## src/rtl/sat_counter.sv

```systemverilog
// -----------------------------------------------------------------------------
// sat_counter
// W-bit up-counter that sticks at all-ones instead of wrapping.
// Ports:
//   sys_clk   - clock
//   sys_rst_n - asynchronous active-low reset, clears the count
//   inc       - add one this cycle (ignored once saturated)
//   q         - current count
// -----------------------------------------------------------------------------
module sat_counter #(
    parameter int W = 16
) (
    input  logic         sys_clk,
    input  logic         sys_rst_n,
    input  logic         inc,
    output logic [W-1:0] q
);

    logic [W-1:0] r_q;

    always_ff @(posedge sys_clk or negedge sys_rst_n) begin
        if (!sys_rst_n) begin
            r_q <= '0;
        end else if (inc && (r_q != '1)) begin
            r_q <= r_q + W'(1);
        end
    end

    assign q = r_q;

endmodule

```

## config.mk

```make
export PLATFORM = sky130hd
export DESIGN_NAME = sat_counter
export DESIGN_NICKNAME = d
export VERILOG_FILES = /design/src/rtl/sat_counter.sv
export SDC_FILE = /design/constraint.sdc
export NUM_CORES = 1
export LEC_CHECK = 0
export BUFFER_PORTS_ARGS = -buffer_cell sky130_fd_sc_hd__buf_2
export CAP_MARGIN = 20
export CORE_MARGIN = 5
export CORE_UTILIZATION = 46
export DETAILED_ROUTE_END_ITERATION = 16
export GPL_TIMING_DRIVEN = 0
export PLACE_DENSITY = 0.75
export REMOVE_ABC_BUFFERS = 1
export SYNTH_ARGS = -nofsm -noshare
export SYNTH_HDL_FRONTEND = slang
export SYNTH_SLANG_ARGS = --single-unit
```

## constraint.sdc

```tcl
create_clock -name sys_clk -period 1.69 [get_ports sys_clk]
set_clock_uncertainty 0.15 [all_clocks]
set_input_delay 0.2535 -clock sys_clk [delete_from_list [all_inputs] [get_ports sys_clk]]
set_output_delay 0.2535 -clock sys_clk [all_outputs]
set_load 0.02 [all_outputs]
```

; ---- After elaboration in Yosys (flattened, before gate mapping)
; Index checks and enable logic that the tools add are counted.
; Widths: inputs -> output; s select.
[word_totals]
reg_bits = 16
latchBits = 0
mem_bits_rw = 0
rom_bits = 0
inputBits = 3
wordCells = 4
mem_count = 0
[classes]
addsub = 1
multipliers = 0
div_mod_pow = 0
n_lt_le_gt_ge = 0
n_eq_ne = 1
shift = 0
muxes = 0
bitwise_logic = 0
n_reduce_logical = 1
[ops]
columns = operator, count
row1 = $add 16x1->16 const B, 1
row2 = $ne 16x16->1 const B, 1
row3 = $logic_and 1x1->1, 1

; ---- Depth between registers and ports, before layout
[depth]
ltp_word = 2
mapped_depth = 5
depth_no_buf = 5

; ---- Least setup slack after synthesis
; Ideal clock, no wire load.
[synth_path]
path_kind = register to register
from = reg r_q[13], in the netlist q[13]
to = reg r_q[1], in the netlist q[1]
setup_ps = 128
t_arrival_ps = 1471
required_ps = 1412
slack_ps = -59
stages_incl_launch_ff = 5
n_path_buf = 0
path_cell_list = dfrtp_1 -> and4_1 -> nand3_4 -> o31ai_4 -> mux2_1
[synth_between]
elab_chain_cells = 2
[synth_lines]
columns = element, line
row1 = start: declaration, 19  ; logic [W-1:0] r_q;
row2 = start signal: assignment, 25  ; r_q <= r_q + W'(1);
row3 = $ne 16x16->1, 24  ; end else if (inc && (r_q != '1)) begin
row4 = $logic_and 1x1->1, 24
; Every way passes these cells.
; A chain may end at the register's enable or synchronous reset.

; ---- Worst setup path after layout
[layout_path]
from = reg r_q[9], in the netlist q[9]
to = reg r_q[1], in the netlist q[1]
; The elaborated chain is that of the path after synthesis.

==> impl_metrics.py <==
metrics = {
    "clock_network": {
        "clk_latency_ns": 0.28,
        "tritoncts": "yes",
        "htree_levels": 1,
        "root_buffer": "clkbuf_4",
        "clk_path_buf_depth": 2,
        "numCtsBuffers": 3,
        "cts_sinks": 16,
        "path_clk_slew_ns": 0.09,
    },
    "place": {
        "dp_hpwl_um": 1250,
        "io_buffers": 18,
        "pre_cts_ws_ns": -0.109,
        "place_area_um2": 981,
        "finalWeightedCongestion": 0.780,
    },
    "timing": {
        "min_period_ns": 1.64,
        "fin_ws_ns": 0.0518,
        "maxSlewHeadroom": 0.763,
        "finalSetupViolations": 0,
        "drv_slew": 0,
        "whs_ns": 0.133,
        "fmax_mhz": 610,
        "worstMarginPinSlew_ns": 0.356,
        "hold_viol": 0,
        "fin_crit_sh": 0.969,
    },
    "route": {
        "wl_per_cell_um": 14.3,
        "top_layer": "met4",
        "drc_errors": 0,
        "routed_wl_um": 1760,
        "drt_iter0_drc": 15,
        "detail_route.first_pass.iterations": 4,
        "wl_met2_um": 768,
        "wl_met3_um": 94,
        "wl_met1_um": 877,
        "route.vias.total": 687,
        "vias_per_cell": 5.59,
        "drtAntennaViolNets": 0,
    },
    "yosys": {
        "synth_mux_area_frac": 0.0131,
        "yosys_warnings": 0,
        "synthCells": 72,
        "synth_area_um2": 860,
        "ys_seq_area_frac": 0.466,
        "synth_top_family_by_area": "simple AND/OR/NAND/NOR gates",
        "synth.distinct_cells": 27,
        "synthAdderAreaFrac": 0.0146,
        "avgSynthCellArea_um2": 11.9,
        "synthSimpleGateAreaFrac": 0.303,
        "synth-compound-area-share": 0.132,
        "synth_xor_area_frac": 0.0713,
        "ys_ff_latch": 16,
    },
    "floorplan": {
        "initial_core_util": 0.492,
        "fp-row-count": 15,
        "core_area_um2": 1750,
        "io_pins": 19,
        "die_h_um": 53.2,
        "die_w_um": 53.2,
        "dieArea_um2": 2830,
    },
    "global_route": {
        "antenna_found_initial": 0,
        "grtUsageTotal": 0.145,
        "grt_max_degree": 17,
        "overflow": 0,
        "grt_pass1_wl_um": 3000,
        "grt_pass1_vias": 667,
    },
    "final_layout": {
        "final_common_cell": "buf_2",
        "diodes": 0,
        "multiInputGateArea_um2": 475,
        "fin_area_um2": 1070,
        "fill_cells": 154,
        "register_area_um2": 410,
        "nets": 104,
        "most-common-layout-cells": "buf_2, nand4_1, dfrtp_2, dfrtp_1",
        "largest_reg_flops": 16,
        "area_delta_synth_final_pct": 24.5,
        "drive_above_1_share": 0.469,
    },
    "setup_path": {
        "crit_fanout": 7,
        "crit_path_start_kind": "register",
        "worstSetupPathType": "register to register",
        "cp_data_arrival_time_ns": 1.65,
        "critPathRequiredTime_ns": 1.70,
        "endpoint_kind": "register",
    },
    "hold_path": {
        "hold_class": "input pin to register",
    },
    "pwr": {
        "p_leak_nw": 0.478,
        "irDropWorstVdd_mv": 0.759,
        "p_per_area_nw_per_um2": 1080,
    },
    "run_status": {
        "status": "completed",
    },
    "run": {
        "maxCapViolCount": 0,
    },
}
-- power breakdown --
part / internal [mW] / switching [mW]
Combinational: 0.152 / 0.220
Clock: 0.0826 / 0.108
Sequential: 0.464 / 0.131
-- repair_timing --
action	4_1_cts	5_1_grt
gates resized for setup	5	7
hold buffers	1	0
endpoints found under the hold margin	16	0
setup buffers	2	2
setup endpoints to repair	6	4
pin swaps	0	1
-- Yosys cell counts --
cell type,count,area [µm²]
dfrtp_1,16,400
nand4_1,8,50.1
nand3_1,5,25.0
o21a_1,5,37.5
xnor2_1,5,43.8
nand2_1,4,15.0
a21oi_1,3,15.0
a31oi_1,3,18.8
and3_1,2,12.5
nor2_1,2,7.51
nor4_4,2,42.5
xor2_1,2,17.5
a32oi_1,1,8.76
and4_1,1,8.76
and4_2,1,10.0
and4_4,1,11.3
and4b_1,1,10.0
ha_1,1,12.5
mux2_1,1,11.3
nand3_4,1,17.5
nand4_2,1,12.5
nand4_4,1,21.3
nor2_2,1,6.26
nor3_2,1,10.0
o211ai_1,1,7.51
o21ai_0,1,5.00
o31ai_4,1,21.3
-- through the flow --
step | util | power, mW | TNS (ns) | instances
final | 0.613 | 1.16 | 0 | 123
after global routing | 0.613 | 1.24 | -0.0245 | 123
after CTS | 0.599 | 1.17 | 0 | 121
after detailed placement | 0.562 | 0.939 | -0.316 | 115
after global placement | 0.562 | 0.926 | -0.163 | 115
after floorplan | - | 0.803 | -0.0931 | 72
-- layer usage --
metal | vias to the layer above | global-route usage
met4 | 0 | 0.0383
met5 | - | 0
met2 | 21 | 0.231
met1 | 326 | 0.195
met3 | 2 | 0.0338
li1 | 338 | -
-- cell type report --
class	count	share of cell area
clock buffers	3	0.0211
multi-input cells	56	0.444
flip-flops and latches	16	0.384
well taps	25	0.0292
repair buffers	23	0.122
-- critical path, stage by stage, from the launching register on --
cell and delay (ns):
dfrtp_2 0.44, and4_4 0.26, nand3_4 0.11, o31ai_4 0.22, mux2_1 0.34
-- final timing paths --
check | from | endpoint | slack (ns) | cells past startpoint
min in group asynchronous | sys_rst_n | q[4]$_DFFE_PN0P_ | 0.25 | 2
setup reg to reg | q[9]$_DFFE_PN0P_ | q[1]$_DFFE_PN0P_ | 0.05 | 4
hold reg to reg | q[15]$_DFFE_PN0P_ | q[15]$_DFFE_PN0P_ | 0.36 | 1
max in group asynchronous | sys_rst_n | q[10]$_DFFE_PN0P_ | 0.85 | 2
setup / recovery | q[9]$_DFFE_PN0P_ | q[1]$_DFFE_PN0P_ | 0.05 | 4
hold / removal | inc | q[0]$_DFFE_PN0P_ | 0.13 | 3
-- logic make-up (layout without fill, tap and decap cells) --
| family | count (synthesis) | in the layout |
|---|---|---|
| simple gates | 32 | 32 |
| fa+ha+maj | 1 | 1 |
| mux | 1 | 1 |
| flops | 16 | 16 |
| compound gates | 15 | 15 |
| buf+inv | 0 | 26 |
| xor+xnor | 7 | 7 |
Note: power is estimated with default switching activity, not from simulation.
